File: src/rtl/systolic_mm_stream.sv
// Output-stationary SIZE x SIZE systolic matrix multiplier: skews A columns and
// B rows into a registered PE grid, then streams C out one row per handshake.

module systolic_mm_pe #(
    parameter int DATA_WIDTH = 8,
    parameter int ACC_WIDTH  = 20
) (
    input  logic                         clk,
    input  logic                         rst,
    input  logic                         clr,
    input  logic                         en,
    input  logic signed [DATA_WIDTH-1:0] a,
    input  logic signed [DATA_WIDTH-1:0] b,
    output logic signed [ACC_WIDTH-1:0]  acc
);
    logic signed [2*DATA_WIDTH-1:0] prod;

    assign prod = a * b;

    // Wraps modulo 2^ACC_WIDTH; the product is sign-extended by the cast.
    always_ff @(posedge clk or negedge rst) begin
        if (!rst)     acc <= '0;
        else if (clr) acc <= '0;
        else if (en)  acc <= acc + ACC_WIDTH'(prod);
    end
endmodule

module systolic_mm_stream #(
    parameter int SIZE       = 4,
    parameter int DATA_WIDTH = 8,
    parameter int K_MAX      = 16,
    parameter int ACC_WIDTH  = 2*DATA_WIDTH+$clog2(K_MAX)
) (
    input  logic                                       clk,
    input  logic                                       rst,
    input  logic                                       start,
    input  logic [$clog2(K_MAX+1)-1:0]                 k_len,
    output logic                                       busy,
    input  logic                                       in_valid,
    output logic                                       in_ready,
    input  logic [SIZE*DATA_WIDTH-1:0]                 a_col,
    input  logic [SIZE*DATA_WIDTH-1:0]                 b_row,
    output logic                                       out_valid,
    input  logic                                       out_ready,
    output logic [((SIZE > 1) ? $clog2(SIZE) : 1)-1:0] out_row_idx,
    output logic [SIZE*ACC_WIDTH-1:0]                  out_row_data,
    output logic                                       done
);
    localparam int KW  = $clog2(K_MAX+1);
    localparam int RW  = (SIZE > 1) ? $clog2(SIZE) : 1;
    localparam int DCW = $clog2(2*SIZE);
    localparam logic [KW-1:0]  K_CAP      = KW'(K_MAX);
    localparam logic [DCW-1:0] DRAIN_LAST = DCW'(2*SIZE-2);
    localparam logic [RW-1:0]  ROW_LAST   = RW'(SIZE-1);

    typedef enum logic [1:0] {S_IDLE, S_LOAD, S_DRAIN, S_OUT} state_t;

    state_t         state;
    logic [KW-1:0]  k_lat;
    logic [KW-1:0]  beat_cnt;
    logic [DCW-1:0] drain_cnt;
    logic           accept;
    logic           clr;

    logic [SIZE-1:0][DATA_WIDTH-1:0]            a_inj, b_inj, a_sk, b_sk;
    logic [SIZE-1:0][SIZE-1:0][DATA_WIDTH-1:0]  a_pe, b_pe;
    logic [SIZE-1:0][SIZE-1:0][ACC_WIDTH-1:0]   acc;

    assign accept = in_valid && in_ready;
    assign clr    = (state == S_IDLE) && start && (k_len != '0);

    always_ff @(posedge clk or negedge rst) begin
        if (!rst) begin
            state       <= S_IDLE;
            busy        <= 1'b0;
            in_ready    <= 1'b0;
            out_valid   <= 1'b0;
            done        <= 1'b0;
            out_row_idx <= '0;
            k_lat       <= '0;
            beat_cnt    <= '0;
            drain_cnt   <= '0;
        end else begin
            done <= 1'b0;
            case (state)
                S_IDLE: begin
                    if (clr) begin
                        k_lat       <= (k_len > K_CAP) ? K_CAP : k_len;
                        beat_cnt    <= '0;
                        drain_cnt   <= '0;
                        out_row_idx <= '0;
                        busy        <= 1'b1;
                        in_ready    <= 1'b1;
                        state       <= S_LOAD;
                    end
                end
                S_LOAD: begin
                    if (accept) begin
                        beat_cnt <= beat_cnt + KW'(1);
                        if (beat_cnt == k_lat - KW'(1)) begin
                            in_ready  <= 1'b0;
                            drain_cnt <= '0;
                            state     <= S_DRAIN;
                        end
                    end
                end
                S_DRAIN: begin
                    // 2*SIZE-1 cycles: farthest skew + hops + accumulate register
                    if (drain_cnt == DRAIN_LAST) begin
                        out_valid   <= 1'b1;
                        out_row_idx <= '0;
                        state       <= S_OUT;
                    end else begin
                        drain_cnt <= drain_cnt + DCW'(1);
                    end
                end
                S_OUT: begin
                    if (out_ready) begin
                        if (out_row_idx == ROW_LAST) begin
                            out_valid <= 1'b0;
                            busy      <= 1'b0;
                            done      <= 1'b1;
                            state     <= S_IDLE;
                        end else begin
                            out_row_idx <= out_row_idx + RW'(1);
                        end
                    end
                end
                default: state <= S_IDLE;
            endcase
        end
    end

    genvar gi, gj;
    generate
        for (gi = 0; gi < SIZE; gi++) begin : g_lane
            assign a_inj[gi] = accept ? a_col[gi*DATA_WIDTH +: DATA_WIDTH] : '0;
            assign b_inj[gi] = accept ? b_row[gi*DATA_WIDTH +: DATA_WIDTH] : '0;

            // Lane gi is delayed gi cycles so A[i][k] and B[k][j] meet at PE(i,j).
            if (gi == 0) begin : g_noskew
                assign a_sk[gi] = a_inj[gi];
                assign b_sk[gi] = b_inj[gi];
            end else begin : g_skew
                logic [gi-1:0][DATA_WIDTH-1:0] a_sr, b_sr;

                always_ff @(posedge clk or negedge rst) begin
                    if (!rst) begin
                        a_sr <= '0;
                        b_sr <= '0;
                    end else if (clr) begin
                        a_sr <= '0;
                        b_sr <= '0;
                    end else begin
                        a_sr[0] <= a_inj[gi];
                        b_sr[0] <= b_inj[gi];
                        for (int s = 1; s < gi; s++) begin
                            a_sr[s] <= a_sr[s-1];
                            b_sr[s] <= b_sr[s-1];
                        end
                    end
                end

                assign a_sk[gi] = a_sr[gi-1];
                assign b_sk[gi] = b_sr[gi-1];
            end
        end
    endgenerate

    // a_pe[i][j] / b_pe[i][j] are the operands presented to PE(i,j); a hops right, b down.
    always_ff @(posedge clk or negedge rst) begin
        if (!rst) begin
            a_pe <= '0;
            b_pe <= '0;
        end else if (clr) begin
            a_pe <= '0;
            b_pe <= '0;
        end else begin
            for (int i = 0; i < SIZE; i++) begin
                a_pe[i][0] <= a_sk[i];
                b_pe[0][i] <= b_sk[i];
                for (int j = 1; j < SIZE; j++) begin
                    a_pe[i][j] <= a_pe[i][j-1];
                    b_pe[j][i] <= b_pe[j-1][i];
                end
            end
        end
    end

    generate
        for (gi = 0; gi < SIZE; gi++) begin : g_row
            for (gj = 0; gj < SIZE; gj++) begin : g_col
                systolic_mm_pe #(
                    .DATA_WIDTH (DATA_WIDTH),
                    .ACC_WIDTH  (ACC_WIDTH)
                ) u_pe (
                    .clk (clk),
                    .rst (rst),
                    .clr (clr),
                    .en  (busy),
                    .a   (a_pe[gi][gj]),
                    .b   (b_pe[gi][gj]),
                    .acc (acc[gi][gj])
                );
            end
        end

        for (gj = 0; gj < SIZE; gj++) begin : g_out
            assign out_row_data[gj*ACC_WIDTH +: ACC_WIDTH] = acc[out_row_idx][gj];
        end
    endgenerate
endmodule

File: config.mk
export PLATFORM = sky130hd
export DESIGN_NAME = systolic_mm_stream
export DESIGN_NICKNAME = d
export VERILOG_FILES = /design/src/rtl/systolic_mm_stream.sv
export SDC_FILE = /design/constraint.sdc
export NUM_CORES = 2
export LEC_CHECK = 0
export ABC_AREA = 1
export BUFFER_PORTS_ARGS = -buffer_cell sky130_fd_sc_hd__buf_2
export CORE_MARGIN = 2
export CORE_UTILIZATION = 37
export CTS_BUF_LIST = sky130_fd_sc_hd__clkbuf_8
export DETAILED_ROUTE_END_ITERATION = 12
export PLACE_DENSITY = 0.51
export SLEW_MARGIN = 40
export SYNTH_ARGS = -nofsm -noshare
export SYNTH_HDL_FRONTEND = slang
export SYNTH_SLANG_ARGS = --single-unit
File: constraint.sdc
create_clock -name clk -period 10.4 [get_ports clk]
set_clock_uncertainty 0.05 [all_clocks]
set_input_delay 2.08 -clock clk [delete_from_list [all_inputs] [get_ports clk]]
set_output_delay 2.08 -clock clk [all_outputs]
set_load 0.03 [all_outputs]
==> metrics.cfg <==
[layout]
drive_above_1_share=0.0401
syn2layout_area_growth_pct=7.21
layout.nets=13000

[die]
row_count=179
start_util=0.371
die_area_um2=242000
coreArea_um2=238000
dieHeight_um=492
die_w_um=492
io_pins=160

[global_routing]
grt_pass1_wl_mm=412
antenna_found_initial=8
grt_pass1_vias=72200
overflow=0
grt_max_degree=137
track_usage=0.216

[worst_setup_path]
worst_ep_required_time_ns=8.27
start_kind=flip-flop
crit-reg2reg-launch=b_pe[32]
cpPeakStageDelay_ns=0.74
reg2reg_depth=17
arrival_ns=4.25
slowest_stage=dfrtp_4
crit_type=flip-flop to output port
ff2ff_setup_slack_ns=4.94
worst_setup_path_end_kind=output port
reg2reg_to=g_row[1].g_col[0].u_pe.acc[17]
cp_cell_sequence=inv_6, buf_4, a21oi_1, o21ai_1, o21ai_0, buf_2
critPathMaxFanout=80

[sta]
fin_setup_tns_ns=0
slew_viol_final=0
period_share=0.613
hold_ws_ns=0.392
min_period_ns=6.38
fmax_ghz=0.157
finalSetupViolations=0
rsz0062_at_grt=no
tightestPinTransition_ns=0.857
timing_hold_violations_final=0
slew_headroom=0.429

[clock_tree]
cts_setup_buffers=0
clk_path_buf_depth=3
cts_tree=done
htree_num_levels=4
clk_latency_ns=0.95
ctsHoldBuffers=0
cts_root_buf=clkbuf_8
cts_resized=0
clkSlewWorstSetupHoldPaths_ns=0.06
cts_buffers=145
cts.sinks=693

[route]
wl_mm=254
wl_per_cell_um=18.0
drc=0
dr.pass1.iters=6
drtAntennaViolNets=0
num_vias=67100
drt_iter0_drc=4216
viasPerCell=4.76

[synth]
syn_nets=13100
synth.top_cell.area_share=0.319
yosysWarningCount=0
yosysUniqueCellTypes=35
yosysMostFrequentCell=inv_1
synth_seq_area_share=0.196
postSynthCellCount=10900
async_flop_share=1.00
synth.area.top_cells=fa_1 (32%), dfrtp_1 (20%), inv_1 (12%)
synth_flop_cell=dfrtp_1
synth_top_area_cell=fa_1
synth-seq-cells=693
synth.avg_cell_area_um2=8.11
netlist_area_um2=88300
synth_commonest_cells=inv_1 (2730), nand2_1 (2480), fa_1 (1408)
synth-edff-count=0

[place]
gp_congestion=0.903
port_buffers=159
hpwlAfterDp_mm=205

[power_and_ir_drop]
p_per_area_nw_per_um2=174
total_leakage_power_nw=56.7
peakVddDrop_mv=0.244

[min_path]
min_path_cells=2
hold-path-endpoint=a_pe[98]
hold_path.class=flip-flop to flip-flop
worstHoldStart=a_sk[26]

[status]
status=finished, final reports clean

[flow_run]
maxCapViolations=0

stage by stage:
stage	power (mW)	util	area (µm²)	setup slack, ns	instances
floorplan	10.1	-	88300	5.78	10900
global placement	13.3	0.385	91500	4.57	13800
detailed placement	13.4	0.385	91600	4.84	13800
CTS	16.6	0.398	94500	3.79	14100
global route	18.0	0.398	94600	3.79	14100
finish	16.4	0.398	94600	4.02	14100
how the worst max path moves through the flow:
stage	start	end	slack, ns	cells past startpoint
global route	out_row_idx[0]	out_row_data[53]	3.79	6
CTS	out_row_idx[0]	out_row_data[53]	3.79	6
global placement	out_row_idx[0]	out_row_data[53]	4.57	5
finish	out_row_idx[0]	out_row_data[53]	4.02	6
detailed placement	out_row_idx[0]	out_row_data[53]	4.84	6
floorplan	b_pe[88]	g_row[2].g_col[3].u_pe.acc[15]	5.78	17
routing by layer:
metal | global-route usage | vias to the layer above | share of wire
met5 | 0 | - | 0
met4 | 0.0478 | 0 | 0.021
met3 | 0.0303 | 291 | 0.047
met2 | 0.357 | 1347 | 0.47
met1 | 0.302 | 33600 | 0.46
li1 | - | 31900 | -
area by class of cell:
cell class                      count  area (µm²)
Clock inverter                     89         654
Multi-Input combinational cell   7030       58800
Antenna cell                       15        37.5
Timing Repair Buffer              186        1160
Fill cell                       24500      143000
Sequential cell                   693       17300
Tap cell                         3167        3960
Clock buffer                      168        2310
Inverter                         2751       10400
registers in the layout, summed over array words and instances, names as in the netlist, 3 cells and up:
| signal | count |
|---|---|
| a_pe | 128 |
| k_lat | 5 |
| beat_cnt | 5 |
| g_row.g_col.u_pe.acc | 320 |
| b_pe | 128 |
| g_lane.g_skew.a_sr | 32 |
| drain_cnt | 3 |
| b_sk | 16 |
| a_sk | 16 |
| g_lane.g_skew.b_sr | 32 |
report_power, final:
part	leakage, nW	switching [mW]	internal (mW)
Sequential	9.41	1.18	3.33
Combinational	45.7	5.91	2.91
Clock	1.66	1.43	1.68
Total	56.7	8.52	7.91
logic make-up after synthesis:
kind of cell | synth area share
simple gates | 0.176
buf+inv | 0.137
fa+ha+maj | 0.425
compound gates | 0.0523
flops | 0.196
xor+xnor | 0.0133
worst max-delay path, delay by kind of cell (launching register included):
kind	cells	cell delay, ns
AOI/OAI and AO/OA	3	0.91
buffers and inverters	3	1.54
DFF	1	0.74
placed cells by master, fill, tap and decap left out, drive strengths merged, types with 15 or more instances in the layout:
master,n
nand3,353
o22ai,89
o21ai,407
a22o,16
buf,186
nand4,78
nand3b,57
xnor2,87
fa,1408
o21a,28
xor2,47
dfrtp,693
nor2,848
a21oi,323
clkinv,45
diode,15
clkbuf,168
inv,2776
nand2,2484
or2,19
ha,745
nor3,31
Note: power is estimated with default switching activity, not from simulation.
